[src/rtl/rr_operand_arbiter.sv]
// Round-robin arbiter and sequencer for a shared 4-input datapath: grants one
// requester for HOLD cycles, drives operand select/phase, captures the operand, acks on release.
module rr_operand_arbiter #(
  parameter int W    = 4,
  parameter int HOLD = 2
) (
  input  logic         clk,
  input  logic         rst,
  input  logic [3:0]   req,
  input  logic [W-1:0] in0,
  input  logic [W-1:0] in1,
  input  logic [W-1:0] in2,
  input  logic [W-1:0] in3,
  output logic [3:0]   gnt,
  output logic [1:0]   sel,
  output logic [1:0]   phase,
  output logic [W-1:0] out,
  output logic         valid,
  output logic [3:0]   ack
);

  typedef enum logic { IDLE, BUSY } state_t;

  localparam int            CW       = (HOLD > 1) ? $clog2(HOLD) : 1;
  localparam logic [CW-1:0] CNT_INIT = CW'(HOLD - 1);
  localparam logic [1:0]    PH_IDLE  = 2'b00;
  localparam logic [1:0]    PH_LOAD  = 2'b11;
  localparam logic [1:0]    PH_HOLD  = 2'b10;

  state_t        state;
  logic [CW-1:0] cnt;
  logic [1:0]    ptr;
  logic [W-1:0]  operand;
  logic [2:0]    idle_pick;
  logic [2:0]    rel_pick;

  // Returns {found, index} of the first set bit of r scanning p, p+1, ... mod 4.
  function automatic logic [2:0] pick(input logic [3:0] r, input logic [1:0] p);
    logic [2:0] res;
    logic [1:0] idx;
    res = '0;
    for (int k = 3; k >= 0; k--) begin
      idx = p + 2'(k);
      if (r[idx]) res = {1'b1, idx};
    end
    return res;
  endfunction

  function automatic logic [3:0] onehot(input logic [1:0] s);
    return 4'b0001 << s;
  endfunction

  // NOTE: every signal driven in always_comb gets a default first, so no path leaves it unassigned and no latch is inferred.
  always_comb begin
    operand = in0;
    case (sel)
      2'd1:    operand = in1;
      2'd2:    operand = in2;
      2'd3:    operand = in3;
      default: operand = in0;
    endcase
  end

  // At release the current holder is masked and the scan starts just past it.
  assign idle_pick = pick(req, ptr);
  assign rel_pick  = pick(req & ~onehot(sel), sel + 2'd1);

  // NOTE: sequential state uses non-blocking assignments so every register samples pre-edge values, independent of statement order.
  always_ff @(posedge clk) begin
    if (rst) begin
      state <= IDLE;
      cnt   <= '0;
      ptr   <= '0;
      gnt   <= '0;
      sel   <= '0;
      phase <= PH_IDLE;
      out   <= '0;
      valid <= 1'b0;
      ack   <= '0;
    end else begin
      valid <= 1'b0;
      ack   <= '0;
      case (state)
        IDLE: begin
          if (idle_pick[2]) begin
            state <= BUSY;
            gnt   <= onehot(idle_pick[1:0]);
            sel   <= idle_pick[1:0];
            phase <= PH_LOAD;
            cnt   <= CNT_INIT;
          end
        end
        BUSY: begin
          if (phase == PH_LOAD) begin
            out   <= operand;
            valid <= 1'b1;
          end
          if (cnt != '0) begin
            cnt   <= cnt - CW'(1);
            phase <= PH_HOLD;
          end else begin
            ack <= onehot(sel);
            ptr <= sel + 2'd1;
            if (rel_pick[2]) begin
              gnt   <= onehot(rel_pick[1:0]);
              sel   <= rel_pick[1:0];
              phase <= PH_LOAD;
              cnt   <= CNT_INIT;
            end else begin
              gnt   <= '0;
              phase <= PH_IDLE;
              state <= IDLE;
            end
          end
        end
        default: state <= IDLE;
      endcase
    end
  end

endmodule

[config.mk]
export PLATFORM = sky130hd
export DESIGN_NAME = rr_operand_arbiter
export DESIGN_NICKNAME = d
export VERILOG_FILES = /design/src/rtl/rr_operand_arbiter.sv
export SDC_FILE = /design/constraint.sdc
export NUM_CORES = 1
export LEC_CHECK = 0
export ABC_AREA = 1
export BUFFER_PORTS_ARGS = -buffer_cell sky130_fd_sc_hd__buf_4
export CAP_MARGIN = 30
export CORE_MARGIN = 4
export CORE_UTILIZATION = 53
export CTS_BUF_LIST = sky130_fd_sc_hd__clkbuf_4 sky130_fd_sc_hd__clkbuf_8
export DETAILED_ROUTE_END_ITERATION = 6
export PLACE_DENSITY = 0.81
export SYNTH_ARGS = -nofsm -noshare
export SYNTH_HDL_FRONTEND = slang
export SYNTH_SLANG_ARGS = --single-unit
export TNS_END_PERCENT = 5
[constraint.sdc]
create_clock -name clk -period 2 [get_ports clk]
set_input_delay 0.2 -clock clk [delete_from_list [all_inputs] [get_ports clk]]
set_output_delay 0.2 -clock clk [all_outputs]
set_load 0.01 [all_outputs]
Word level (Yosys, flattened, before mapping)
Index checks and enable logic that the tools add are counted.
{"block": "classes", "addsub": 8, "n_lt_le_gt_ge": 8, "n_eq_ne": 7, "n_shift": 3, "muxes": 45, "n_bitwise": 4, "reduce_logical": 6}
{"op": "2-bit by 3-bit less-than comparator with 1-bit output, second input constant", "count": 8}
{"op": "3-bit 2-to-1 mux", "count": 8}
{"op": "1-bit binary-select mux with 2-bit select", "count": 8}
{"op": "1-bit 2-to-1 mux", "count": 14}
{"op": "2-bit 2-to-1 mux", "count": 6}
{"op": "4-bit 2-to-1 mux", "count": 3}
{"op": "4-bit case mux with 3 select lines", "count": 1}
{"op": "1-bit by 2-bit << shifter with 4-bit output, first input constant", "count": 3}
{"op": "2-bit adder, second input constant", "count": 4}
{"op": "2-bit case mux with 2 select lines", "count": 2}
{"op": "4-bit case mux with 2 select lines", "count": 1}
{"op": "2-bit by 1-bit adder with 2-bit output, second input constant", "count": 3}
{"op": "2-bit == test, second input constant", "count": 3}
{"op": "2-bit AND reduction", "count": 3}
{"op": "4-bit AND", "count": 1}
{"op": "2-bit != test, second input constant", "count": 2}
{"op": "4-bit NOT", "count": 1}
{"op": "1-bit case mux with 2 select lines", "count": 2}
{"op": "3-bit AND reduction", "count": 1}
{"op": "3-bit OR reduction", "count": 1}
{"op": "2-bit by 1-bit == test with 1-bit output, second input constant", "count": 1}
{"op": "2-bit by 1-bit != test with 1-bit output, second input constant", "count": 1}
{"op": "1-bit NOT", "count": 2}
{"op": "2-bit OR reduction", "count": 1}
{"op": "1-bit subtractor, second input constant", "count": 1}
{"block": "totals", "ff_bits": 21, "out_inout_bits": 17, "word_cells": 90}

Longest topological paths before layout
{"block": "depth", "depth_word": 13, "ltp_mapped": 14}

Worst setup path after synthesis
No wires, ideal clock.
{"block": "synth_path", "path_type": "flip-flop to flip-flop", "from": "reg sel[0]", "to": "reg sel[1]", "setup_ns": 0.112, "t_arrival_ns": 1.675, "path_slack_ns": 0.213, "stages_incl_launch_ff": 10, "n_path_buf": 0, "synth_period_minus_slack_ns": 1.787, "path_cell_list": "dfxtp_1 -> inv_2 -> ha_1 -> xor2_1 -> nand2_1 -> and2_4 -> a21boi_2 -> o21ai_0 -> nor2_1 -> nor2_1"}
{"block": "synth_via", "elab_chain_cells": 12, "elab_cells_between_ends": 24}
{"element": "start: declaration", "line_no": "15", "rtl": "output logic [1:0] sel,"}
{"element": "start signal: assignment", "line_no": "88", "rtl": "sel <= idle_pick[1:0];"}
{"element": "start signal: assignment", "line_no": "106", "rtl": "sel <= rel_pick[1:0];"}
{"element": "branches (longest 8 deep; another with 2-bit by 1-bit adder with 2-bit output)"}
{"element": "3-bit 2-to-1 mux *", "line_no": "44", "rtl": "if (r[idx]) res = {1'b1, idx};"}
{"element": "2-bit 2-to-1 mux", "line_no": "104", "rtl": "if (rel_pick[2]) begin"}
{"element": "2-bit 2-to-1 mux", "line_no": "98", "rtl": "if (cnt != '0) begin"}
{"element": "2-bit case mux with 2 select lines", "line_no": "83", "rtl": "case (state)"}
Mark *: on every way between the ends. The select of a mux whose other input is x is not followed.
A chain may end at the register's enable or synchronous reset.

Worst setup path in the final report
{"block": "layout_path", "from": "reg sel[0]", "to": "reg sel[0]"}
Same word-level chain as after synthesis.

==> reports/metrics.yaml <==
status:
  status: "finished clean"
finish:
  filler_cell_count: 202
  drive_gt1_share_pct: 23.6
  n_antenna_cell: 0
  multiInputGateArea_um2: 805
  fin_nets: 285
  syn2layout_area_growth_pct: 26.8
  fin_cells: 286
  seqCellArea_um2: 403
timing:
  setup_viol: 0
  slew_viol_final: 0
  max_slew_margin_pct: 77.7
  fin_crit_sh_pct: 89.9
  final_hold_viol_count: 0
  fmax_ghz: 0.556
  rsz0062_at_grt: "no"
  min_period_ns: 1.80
  tns_ns: 0
  fin_skew_ns: 0.00231
  worst_pin_slew_ns: 0.334
detailed_routing:
  wl_per_cell_um: 11.6
  drtIter0Drc: 76
  drc_errors: 0
  ant_nets: 0
  via_count: 1430
  drt-total-wl_um: 3330
  avgViaCountPerCell: 5.00
  firstDrtPassIters: 4
global_routing:
  antenna_found_initial: 0
  overflow: 0
  grt_pass1_vias: 1253
  grtUsageTotal_pct: 19.9
  grt_pass1_wl_um: 5380
  grt_max_degree: 13
min_path:
  hp-start: "rst"
  min_path_type: "input port to flip-flop"
logic_synthesis:
  ys_types: 22
  syn-num-nets: 245
  yosysSeqAreaShare_pct: 29.9
  netlist_area_um2: 1340
  ys_ff_latch: 20
  synthCells: 219
  avgSynthCellArea_um2: 6.12
  synth_warnings: 0
power:
  switchingPower_mw: 1.07
  seq_power_share_pct: 24.3
  switching_share_pct: 45.4
  power_frac_clock_pct: 14.1
  power.share.combinational_pct: 61.7
  p_per_area_nw_per_um2: 1390
  vdd_drop_max_mv: 1.01
  p_leak_nw: 0.903
  p_int_mw: 1.29
critical_path:
  crit_path_max_incr_delay_ns: 0.36
  path_cells: "inv_2 -> ha_1 -> inv_1 -> nand3_1 -> nand2_1 -> nor2_1 -> nand2_1 -> nand2_1 -> inv_1 -> o21ai_2 -> a21oi_1 -> nand2_1 -> inv_1"
  endpoint_kind: "flip-flop"
  crit_path_top_delay_cell: "dfxtp_2"
  critPathMaxFanout: 8
  crit_arrival_ns: 2.01
  startpoint: "sel[0]"
  cp_top_family: "simple AND/OR/NAND/NOR gates"
  startpoint_type: "flip-flop"
  path_class: "flip-flop to flip-flop"
  crit_path_frequent_cell: "nand2_1"
  cp.required_ns: 2.21
  r2r_start: "sel[0]"
  critPathBufInv: 4
clocking:
  cts_setup_buffers: 0
  root_buffer: "clkbuf_4"
  cts_sinks: 20
  cts_tree: "done"
  clkLatencyLatePin_ns: 0.30
  numCtsBuffers: 3
  cts_max_path_buffers: 2
  htree_levels: 1
  clkTransAtPathRegs_ns: 0.12
floorplan:
  start_util_pct: 57.9
  core_region_area_um2: 2320
  die_h_um: 58.3
  chipWidth_um: 58.3
  num_rows: 17
  fp.dieArea_um2: 3400
  ioPinCount: 39
placed_design:
  io_buffers: 38
  gp_congestion: 0.910
  dpl.hpwl_um: 2680
  placedCellCount: 282
flow_run:
  drv_cap: 0
area by class of cell:
class,instances,share of cell area [%]
multi-input cells,166,47.3
inverters,28,6.18
clock buffers,3,1.32
repair buffers,40,17.7
well taps,28,2.06
flip-flops and latches,20,23.7
clock inverters,1,1.77
cells in the mapped netlist:
library cell	instances	share of area [%]
xor2_1	1	0.65
ha_1	4	3.7
nor2_1	23	6.4
o21ai_2	2	1.3
buf_1	1	0.28
nand2_1	72	20
buf_6	2	1.7
a21boi_2	1	0.84
inv_2	3	0.84
buf_4	2	1.1
clkinv_1	1	0.28
nand2_2	1	0.47
dfxtp_1	20	30
inv_1	24	6.7
a21oi_1	16	6.0
o21ai_0	14	5.2
a31o_2	4	2.6
and2_4	1	0.65
xnor2_1	1	0.65
nor2_4	1	0.84
nand3b_1	2	1.1
nand3_1	23	8.6
cells by family after synthesis:
logic type	Yosys count	synth area share [%]
AND/OR/NAND/NOR	123	38.2
AO/OA/AOI/OAI	37	16.0
buffers and inverters	33	10.9
flip-flops	20	29.9
adder cells (fa/ha/maj)	4	3.73
XOR/XNOR	2	1.31
layer usage:
metal  track usage [%]  part of all wire, %
met4              4.64                 0.42
met5                 0                    0
met1              26.4                   47
met3              3.73                  7.6
met2              33.3                   45
flip-flops by register name, indices dropped and copies added (netlist names):
register  count
state         1
sel           2
out           4
gnt           4
ack           4
phase         2
valid         1
ptr           2
through the flow:
| step | instance area [um^2] | utilization, % | worst slack, ns | hold WS, ns | power [mW] |
|---|---|---|---|---|---|
| final | 1700 | 73.3 | 0.202 | 0.0890 | 2.36 |
| after global placement | 1640 | 70.5 | 0.188 | 0.414 | 1.97 |
| after global routing | 1700 | 73.3 | 0.000662 | 0.0736 | 2.57 |
| after floorplan | 1340 | - | 0.213 | 0.269 | 1.65 |
| after detailed placement | 1640 | 70.5 | 0.145 | 0.412 | 1.99 |
| after CTS | 1690 | 72.8 | 0.122 | 0.0806 | 2.32 |
final timing paths:
check             slack (ns)  cells after the start  endpoint
setup / recovery        0.20                     13    sel[0]
hold / removal          0.09                      2  phase[1]
setup reg to reg        0.20                     13    sel[0]
hold reg to reg         0.49                      2  phase[1]
power groups by stage:
| stage | clock network, mW | registers [mW] | logic [mW] |
|---|---|---|---|
| floorplan | 0 | 0.596 | 1.05 |
| global placement | 0 | 0.576 | 1.39 |
| detailed placement | 0 | 0.576 | 1.41 |
| CTS | 0.337 | 0.567 | 1.42 |
| global route | 0.354 | 0.587 | 1.63 |
| finish | 0.332 | 0.571 | 1.45 |
cells in the final DEF (no fill, tap or decap), drive strengths merged:
cell / count
clkinv: 1
xnor2: 1
nand3b: 2
a31o: 4
nand3: 23
a21boi: 1
nand2: 73
a21oi: 16
inv: 27
clkbuf: 3
xor2: 1
bufinv: 1
ha: 4
nor2: 24
buf: 40
dfxtp: 20
and2: 1
o21ai: 16
timing repair:
item | 4_1_cts | 5_1_grt
hold endpoints to repair | 0 | 0
setup endpoints to repair | 0 | 6
gates resized for setup | 0 | 4
hold buffers | 0 | 0
(Power assumes the default switching activity.)
